File: src/rtl/external_interrupt_controller_pkg.sv
// Shared definitions for the external interrupt controller.
//   - Register word offsets within the controller's 4-word I/O window.
//   - FSM state encodings of the request/acknowledge handshake.
//   - Helper that packs the STAT register word.
package external_interrupt_controller_pkg;

   localparam logic [1:0] EIC_REG_PEND = 2'd0;
   localparam logic [1:0] EIC_REG_MASK = 2'd1;
   localparam logic [1:0] EIC_REG_STAT = 2'd2;

   typedef enum logic [1:0] {
      EIC_S_IDLE = 2'd0,
      EIC_S_REQ  = 2'd1,
      EIC_S_ACKD = 2'd2
   } eic_state_t;

   // STAT layout: bit 31 = request active, bits 4:0 = current id.
   function automatic logic [31:0] eic_stat_word(input logic req, input logic [4:0] id);
      return {req, 26'b0, id};
   endfunction

endpackage

File: src/rtl/external_interrupt_controller_prio_enc.sv
// eic_priority_encoder: combinational fixed-priority encoder.
// Ports:
//   vec  in   NUM_SRC  request vector
//   idx  out  ID_W     index of the lowest set bit (0 when none set)
//   any  out  1        at least one bit of vec is set
module eic_priority_encoder
   import external_interrupt_controller_pkg::*;
#(
   parameter int NUM_SRC = 2,
   parameter int ID_W    = 1
) (
   input  logic [NUM_SRC-1:0] vec,
   output logic [ID_W-1:0]    idx,
   output logic               any
);

   // Scan from the top down so the lowest set index is the final assignment.
   always_comb begin
      idx = '0;
      any = |vec;
      for (int i = NUM_SRC - 1; i >= 0; i--) begin
         if (vec[i]) idx = ID_W'(i);
      end
   end

endmodule

File: src/rtl/external_interrupt_controller.sv
// external_interrupt_controller: collects NUM_SRC interrupt lines, latches
// rising edges as pending, masks them and presents the lowest-index eligible
// source to the core through a Req/Id/Ack handshake. Memory-mapped on the
// core I/O bus (PEND w1c, MASK r/w, STAT read-only).
// Optional build macro: EIC_INPUT_SYNC_EN adds a 2-flop synchronizer per
// source ahead of the edge detector (+2 cycles of latency).
// Ports:
//   Sys_Clock   in   1        system clock, rising edge
//   Sys_Reset   in   1        asynchronous active-high reset
//   Irq_Src     in   NUM_SRC  raw interrupt lines, rising edge = event
//   EIC_I_Req   out  1        interrupt request to the core
//   EIC_I_Id    out  ID_W     id of the requested source
//   EIC_I_Ack   in   1        core acknowledge pulse
//   IO_EnR      in   1        I/O read strobe
//   IO_EnW      in   1        I/O write strobe
//   IO_Address  in   30       I/O word address
//   IO_DataW    in   32       I/O write data
//   EIC_DataR   out  32       registered read data (one cycle after the read)
module external_interrupt_controller
   import external_interrupt_controller_pkg::*;
#(
   parameter int          NUM_SRC   = 2,
   parameter int          ID_W      = 1,
   parameter logic [29:0] BASE_ADDR = 30'h3FFFFFC0
) (
   input  logic               Sys_Clock,
   input  logic               Sys_Reset,
   input  logic [NUM_SRC-1:0] Irq_Src,
   output logic               EIC_I_Req,
   output logic [ID_W-1:0]    EIC_I_Id,
   input  logic               EIC_I_Ack,
   input  logic               IO_EnR,
   input  logic               IO_EnW,
   input  logic [29:0]        IO_Address,
   input  logic [31:0]        IO_DataW,
   output logic [31:0]        EIC_DataR
);

   logic [NUM_SRC-1:0] src_s;
   logic [NUM_SRC-1:0] prev;
   logic [NUM_SRC-1:0] rise;
   logic [NUM_SRC-1:0] pending;
   logic [NUM_SRC-1:0] mask;
   logic [NUM_SRC-1:0] eligible;
   logic [NUM_SRC-1:0] ack_clr;
   logic [NUM_SRC-1:0] clr;
   logic [ID_W-1:0]    winner;
   logic               any_elig;
   logic [29:0]        offset;
   logic               hit;
   logic [1:0]         reg_sel;
   logic               wr_pend;
   logic               wr_mask;
   logic [31:0]        rd_word;
   logic [31:0]        rdata_p1;
   eic_state_t         state;
   logic               unused_dataw;

`ifdef EIC_INPUT_SYNC_EN
   logic [NUM_SRC-1:0] sync_a;
   logic [NUM_SRC-1:0] sync_b;

   always_ff @(posedge Sys_Clock or posedge Sys_Reset) begin
      if (Sys_Reset) begin
         sync_a <= '0;
         sync_b <= '0;
      end else begin
         sync_a <= Irq_Src;
         sync_b <= sync_a;
      end
   end

   assign src_s = sync_b;
`else
   assign src_s = Irq_Src;
`endif

   assign rise = src_s & ~prev;

   // Window hit: subtracting the base makes the decode correct for any base
   // alignment, not only for bases that are multiples of 4.
   assign offset  = IO_Address - BASE_ADDR;
   assign hit     = (offset[29:2] == '0);
   assign reg_sel = offset[1:0];
   assign wr_pend = IO_EnW & hit & (reg_sel == EIC_REG_PEND);
   assign wr_mask = IO_EnW & hit & (reg_sel == EIC_REG_MASK);

   // Upper write-data bits beyond NUM_SRC are architecturally ignored.
   assign unused_dataw = ^IO_DataW;

   assign eligible = pending & mask;

   eic_priority_encoder #(
      .NUM_SRC (NUM_SRC),
      .ID_W    (ID_W)
   ) u_prio (
      .vec (eligible),
      .idx (winner),
      .any (any_elig)
   );

   // Acknowledge clears the bit of the id handed to the core, regardless of
   // what the mask or pending registers look like now.
   always_comb begin
      ack_clr = '0;
      if (state == EIC_S_REQ && EIC_I_Ack) begin
         for (int i = 0; i < NUM_SRC; i++) begin
            if (EIC_I_Id == ID_W'(i)) ack_clr[i] = 1'b1;
         end
      end
   end

   assign clr = (wr_pend ? IO_DataW[NUM_SRC-1:0] : '0) | ack_clr;

   always_comb begin
      rd_word = '0;
      case (reg_sel)
         EIC_REG_PEND: rd_word = 32'(pending);
         EIC_REG_MASK: rd_word = 32'(mask);
         EIC_REG_STAT: rd_word = eic_stat_word(EIC_I_Req, 5'(EIC_I_Id));
         default:      rd_word = '0;
      endcase
   end

   // Edge history, pending/mask state, read data (WB stage).
   // A new edge is OR-ed in after the clear, so set wins a collision.
   always_ff @(posedge Sys_Clock or posedge Sys_Reset) begin
      if (Sys_Reset) begin
         prev     <= '0;
         pending  <= '0;
         mask     <= '0;
         rdata_p1 <= '0;
      end else begin
         prev    <= src_s;
         pending <= (pending & ~clr) | rise;
         if (wr_mask) mask <= IO_DataW[NUM_SRC-1:0];
         if (IO_EnR && hit) rdata_p1 <= rd_word;
      end
   end

   assign EIC_DataR = rdata_p1;

   // Handshake FSM with registered Req/Id. ACKD forces a Req-low gap.
   always_ff @(posedge Sys_Clock or posedge Sys_Reset) begin
      if (Sys_Reset) begin
         state     <= EIC_S_IDLE;
         EIC_I_Req <= 1'b0;
         EIC_I_Id  <= '0;
      end else begin
         case (state)
            EIC_S_IDLE: begin
               if (any_elig) begin
                  state     <= EIC_S_REQ;
                  EIC_I_Req <= 1'b1;
                  EIC_I_Id  <= winner;
               end
            end
            EIC_S_REQ: begin
               if (EIC_I_Ack) begin
                  state     <= EIC_S_ACKD;
                  EIC_I_Req <= 1'b0;
               end
            end
            EIC_S_ACKD: begin
               state <= EIC_S_IDLE;
            end
            default: begin
               state     <= EIC_S_IDLE;
               EIC_I_Req <= 1'b0;
            end
         endcase
      end
   end

endmodule
File: config.mk
export PLATFORM = sky130hd
export DESIGN_NAME = external_interrupt_controller
export DESIGN_NICKNAME = d
export VERILOG_FILES = /design/src/rtl/external_interrupt_controller_pkg.sv /design/src/rtl/external_interrupt_controller_prio_enc.sv /design/src/rtl/external_interrupt_controller.sv
export SDC_FILE = /design/constraint.sdc
export NUM_CORES = 1
export LEC_CHECK = 0
export CAP_MARGIN = 0
export CORE_AREA = 2 2 64 66
export DETAILED_ROUTE_END_ITERATION = 16
export DIE_AREA = 0 0 66 68
export PLACE_DENSITY = 0.77
export SYNTH_ARGS = -nofsm -noshare
export SYNTH_HDL_FRONTEND = slang
export SYNTH_SLANG_ARGS = --single-unit
File: constraint.sdc
create_clock -name Sys_Clock -period 1.2 [get_ports Sys_Clock]
set_clock_uncertainty 0.1 [all_clocks]
set_input_delay 0.12 -clock Sys_Clock [delete_from_list [all_inputs] [get_ports Sys_Clock]]
set_output_delay 0.12 -clock Sys_Clock [all_outputs]
set_load 0.005 [all_outputs]
==> results_dict.tcl, run 1 <==
set metrics [dict create \
    htree_levels 1 \
    nNetsFinal 220 \
    first_global_vias 698 \
    synth_edf_count 0 \
    route.antenna.remaining_nets 0 \
    yosysSeqAreaShare 0.369 \
    fillCellCount 409 \
    cellPowerDensity_mw_per_mm2 687 \
    ctsHoldBuffers 0 \
    outcome "finished with violations" \
    coreArea_mm2 0.00386 \
    finish.utilization 0.385 \
    multi_input_area_um2 472 \
    grt-ovfl-total 0 \
    worstPathRequired_ns 1.22 \
    clk-insertion-delay-late_ns 0.24 \
    worst_slack_ns -0.407 \
    antenna_cells 0 \
    synth_cell_types 24 \
    vias_per_cell 3.86 \
    wire_per_inst_um 10.9 \
    root_buffer "clkbuf_8" \
    cts_tree "yes" \
    power.total_w 0.00102 \
    synth_top_area_share 0.369 \
    setup_viol_count_final 7 \
    cts_sinks 13 \
    rr_worst_depth 3 \
    critPathMaxFanout 3 \
    antenna_found_initial 0 \
    hold_class "in2async" \
    drive_gt1_frac 0.220 \
    fmax_ghz 0.622 \
    grt_max_degree 14 \
    route.vias.total 772 \
    finalMaxSlewViolations 0 \
    yosysMostFrequentCell "buf_4" \
    drt_iter0_drc 10 \
    rows 23 \
    initial_core_util 0.228 \
    ys_warn_count 0 \
    die_w_um 66 \
    cp-end-kind "flop" \
    fp.dieH_um 68 \
    rsz0062_at_grt "yes" \
    register_area_um2 325 \
    grt_use_total 0.0907 \
    failed_checks "setup timing" \
    cts_buffers 3 \
    syn-cell-area_um2 881 \
    die-area_mm2 0.00449 \
    critPathLaunchType "input pin" \
    drt-total-wl_um 2170 \
    synthTopCellsByCount "buf_4, dfrtp_1, nand4_1" \
    drv_cap 0 \
    synth.avg_cell_area_um2 9.90 \
    worst_ir_drop_vdd_mv 0.342 \
    port_buffers 43 \
    grt_pass1_wl_um 3140 \
    drc 0 \
    area_growth_pct 68.8 \
    hold_viol_final 0 \
    ys.flop_type "dfrtp_1" \
    first_pass_iters 3 \
    tns_ns -2.64 \
    netlist_instances 89 \
    leakage_nw 0.803 \
    ys_seq_elements 13 \
    yosys.area.top_type "dfrtp_1" \
    globalplace.congestion 0.762 \
    ios 103 \
    clockBufferDepth 2 \
    path_clk_slew_ns 0.06 \
    path_class "in2reg" \
    crit_arrival_ns 1.63 \
    hpwl_um 1680 \
    yosys-top-cells-area "dfrtp_1, buf_4, mux2_2, nand4_1, nor4_4" \
    place_ws_ns -0.860 \
    stdcell_area_mm2 0.00149 \
    min_period_over_period 1.34 \
    synthArstFlopShare 1.00 \
    post_dp_cell_area_mm2 0.00131 \
    period_minus_slack_ns 1.61 \
]
## routing by layer
layer | part of all wire | track usage | vias to the layer above
li1 | - | - | 375
met1 | 0.38 | 0.105 | 360
met2 | 0.52 | 0.168 | 37
met3 | 0.11 | 0.0280 | 0
met4 | 0 | 0.0153 | 0
met5 | 0 | 0 | -
## cell families after synthesis
| group | count (synthesis) | share of synthesized area |
|---|---|---|
| buf+inv | 33 | 0.264 |
| flops | 13 | 0.369 |
| mux | 7 | 0.0866 |
| other cells | 1 | 0.00426 |
| compound gates | 6 | 0.0540 |
| xor+xnor | 1 | 0.00994 |
| simple gates | 28 | 0.212 |
## where the power goes
group / switching [W] / total [W] / internal (W)
sequential: 0.000000875 / 0.000443 / 0.000442
clock: 0.000156 / 0.000390 / 0.000234
combinational: 0.0000715 / 0.000188 / 0.000117
total: 0.000228 / 0.00102 / 0.000793
## worst max-delay path, cell delays in order
cell     delay (ns)
buf_6          0.09
or4_4          0.54
nor4_4         0.32
nand4_1        0.22
mux2_4         0.34
## placed cells by master, fill, tap and decap left out, types with 2 or more instances in the layout
cell type	instances
conb_1	29
clkdlybuf4s50_1	21
buf_4	14
dfrtp_1	13
dlymetal6s2s_1	12
nand4_1	8
dlygate4sd2_1	6
nand2_1	4
inv_1	4
nor2_1	3
mux2_4	3
clkbuf_8	3
buf_6	3
and3b_1	2
mux2_2	2
mux2i_1	2
nor2b_1	2
a32o_1	2
## sequential cells by signal (all words and copies together) (netlist names)
name and count:
mask 2, state 2, pending 2, EIC_I_Id 1, EIC_I_Req 1, prev 2
EIC_DataR 3
## metrics by stage
stage,instances,hold slack (ns)
6_report,200,0.0722
4_1_cts,196,0.0828
3_5_place_dp,187,0.340
3_3_place_gp,187,0.337
2_1_floorplan,117,-0.103
5_1_grt,200,0.0957
## area by class of cell
cell class,count,area share
Sequential cell,13,0.219
Inverter,4,0.0101
Tap cell,50,0.0421
Multi-Input combinational cell,71,0.317
Clock buffer,4,0.0303
Timing Repair Buffer,58,0.381
## repair_timing
| item | CTS | global route |
|---|---|---|
| setup buffers | 5 | 4 |
| endpoints found under the setup margin | 13 | 8 |
| pin swaps | 6 | 11 |
| resized for setup | 24 | 17 |
## final timing paths
| path | startpoint | end | slack [ns] |
|---|---|---|---|
| worst max-delay path | IO_Address[5] | mask[1] | -0.41 |
| worst min-delay path | Sys_Reset | state[0] | 0.07 |
| worst max register to register | state[1] | pending[0] | -0.04 |
| worst min register to register | EIC_DataR[31] | EIC_DataR[31] | 0.40 |
| max in group asynchronous | Sys_Reset | mask[0] | 0.76 |
| min in group Sys_Clock | Irq_Src[0] | prev[0] | 0.25 |
Note: power is estimated with default switching activity, not from simulation.
==> run 2: changes to the inputs <==
--- a/config.mk
+++ b/config.mk
@@ -6,9 +6,9 @@
 export NUM_CORES = 1
 export LEC_CHECK = 0
 export CAP_MARGIN = 0
-export CORE_AREA = 2 2 64 66
+export CORE_AREA = 2 2 49 86
 export DETAILED_ROUTE_END_ITERATION = 16
-export DIE_AREA = 0 0 66 68
+export DIE_AREA = 0 0 51 88
 export PLACE_DENSITY = 0.77
 export SYNTH_ARGS = -nofsm -noshare
 export SYNTH_HDL_FRONTEND = slang
==> run 2 against run 1 <==
Compared with the run above:
- the flow still finishes with violations (setup timing)
- sequential share of layout area increased by 0.78 points
- clock-buffer cell count unchanged
- die area unchanged
- highest routed layer is now met4
- combinational power decreased by 6%
- worst setup slack improved by 0.058 ns
- global-route usage decreased by 0.12 points
- clock power decreased by 3%
- final cell count decreased by 1.5%
- total power decreased by 2.1%
- routed wire length decreased by 8.1%
- sequential power about the same
==> results_dict.tcl, run 2 (synthesis results as in run 1) <==
set metrics [dict create \
    hold_class "in2async" \
    wire_per_inst_um 10.1 \
    tns_ns -2.26 \
    grt_use_total 0.0895 \
    final_cell_mix "conb_1, clkdlybuf4s50_1, dlygate4sd2_1" \
    hpwl_um 1710 \
    comb_power_share 0.177 \
    critPathLaunchType "input pin" \
    netSwitchingFraction 0.216 \
    grt_pass1_wl_um 3040 \
    worst_ir_drop_vdd_mv 0.347 \
    globalplace.congestion 0.755 \
    route.antenna.remaining_nets 0 \
    htree_levels 1 \
    cts_buffers 3 \
    clkPwrFrac 0.380 \
    drt_iter0_drc 11 \
    drive_gt1_frac 0.215 \
    intPower_w 0.000783 \
    cts_tree "yes" \
    first_global_vias 723 \
    cts_sinks 13 \
    clk-insertion-delay-late_ns 0.24 \
    leakage_nw 0.745 \
    nNetsFinal 219 \
    critPathMaxFanout 2 \
    area_growth_pct 62.9 \
    vias_per_cell 4.01 \
    drc 0 \
    hold_viol_final 0 \
    layout_commonest_cell "conb_1" \
    place_ws_ns -0.859 \
    coreArea_mm2 0.00379 \
    crit_arrival_ns 1.57 \
    fin_cells 197 \
    p_seq_frac 0.443 \
    rows 30 \
    root_buffer "clkbuf_8" \
    grt_max_degree 14 \
    clockBufferDepth 2 \
    setup_viol_count_final 7 \
    worstPathRequired_ns 1.22 \
    dp_cells 188 \
    die_w_um 51 \
    first_pass_iters 4 \
    failed_checks "setup timing" \
    min_period_over_period 1.29 \
    fmax_ghz 0.646 \
    antenna_cells 0 \
    drt-total-wl_um 1990 \
    worst_hold_slack_ns 0.0769 \
    route.vias.total 790 \
    worst_slack_ns -0.349 \
    finalMaxSlewViolations 0 \
    largest_reg_flops 3 \
    antenna_found_initial 0 \
    fp.dieH_um 88 \
    cp-end-kind "flop" \
    drv_cap 0 \
    path_clk_slew_ns 0.05 \
    outcome "finished with violations" \
    rsz0062_at_grt "yes" \
    grt-ovfl-total 0 \
    p_sw_w 0.000216 \
    initial_core_util 0.232 \
    path_class "in2reg" \
    period_minus_slack_ns 1.55 \
    die-area_mm2 0.00449 \
    cellPowerDensity_mw_per_mm2 696 \
    ios 103 \
    port_buffers 43 \
    power.total_w 0.000999 \
]
## run 2: cell types whose count changed in the layout (fill, tap and decap cells not counted), moves of 2 or more
cell / change
dlymetal6s2s_1: -7
clkdlybuf4s50_1: -3
dlygate4sd2_1: +10
buf_6: -2
## run 2: final timing paths
| check | end | depth (start not counted) | slack (ns) | from |
|---|---|---|---|---|
| setup / recovery | mask[0] | 5 | -0.35 | IO_Address[2] |
| hold / removal | EIC_I_Req | 3 | 0.08 | Sys_Reset |
| setup reg to reg | EIC_DataR[0] | 4 | -0.02 | pending[0] |
| hold reg to reg | EIC_DataR[0] | 1 | 0.39 | EIC_DataR[0] |
| max in group asynchronous | pending[0] | 3 | 0.76 | Sys_Reset |
| min in group Sys_Clock | prev[0] | 1 | 0.26 | Irq_Src[0] |
## run 2: metal layers
| layer | part of all wire | track usage |
|---|---|---|
| met5 | 0 | 0 |
| met1 | 0.32 | 0.0897 |
| met2 | 0.53 | 0.155 |
| met3 | 0.14 | 0.0495 |
| met4 | 0.015 | 0.0295 |
## run 2: layout make-up
cell class	count	area (um2)
Clock buffer	4	45.0
Fill cell	404	2360
Inverter	4	15.0
Multi-Input combinational cell	71	458
Sequential cell	13	325
Tap cell	48	60.1
Timing Repair Buffer	57	532
## run 2: power groups by stage
stage | clock [W] | combinational [W] | sequential [W]
floorplan | 0 | 0.000116 | 0.000450
global placement | 0 | 0.000193 | 0.000451
detailed placement | 0 | 0.000195 | 0.000451
CTS | 0.000389 | 0.000180 | 0.000443
global route | 0.000418 | 0.000195 | 0.000443
finish | 0.000379 | 0.000177 | 0.000443
## run 2: per-stage QoR
stage,instance area (um2),utilization
after floorplan,986,-
after global placement,1330,0.350
after detailed placement,1330,0.350
after CTS,1390,0.368
after global routing,1440,0.379
final,1440,0.379
## run 2: what timing repair did
item,in CTS,in global routing
gates cloned,0,0
setup buffers,4,1
setup endpoints to repair,13,8
resized for setup,32,8
pin swaps,9,8
hold buffers,0,0
## run 2: critical path, stage by stage
cell     delay [ns]
buf_6          0.09
or4_4          0.53
nor4_4         0.28
nand4_1        0.21
mux2_4         0.34
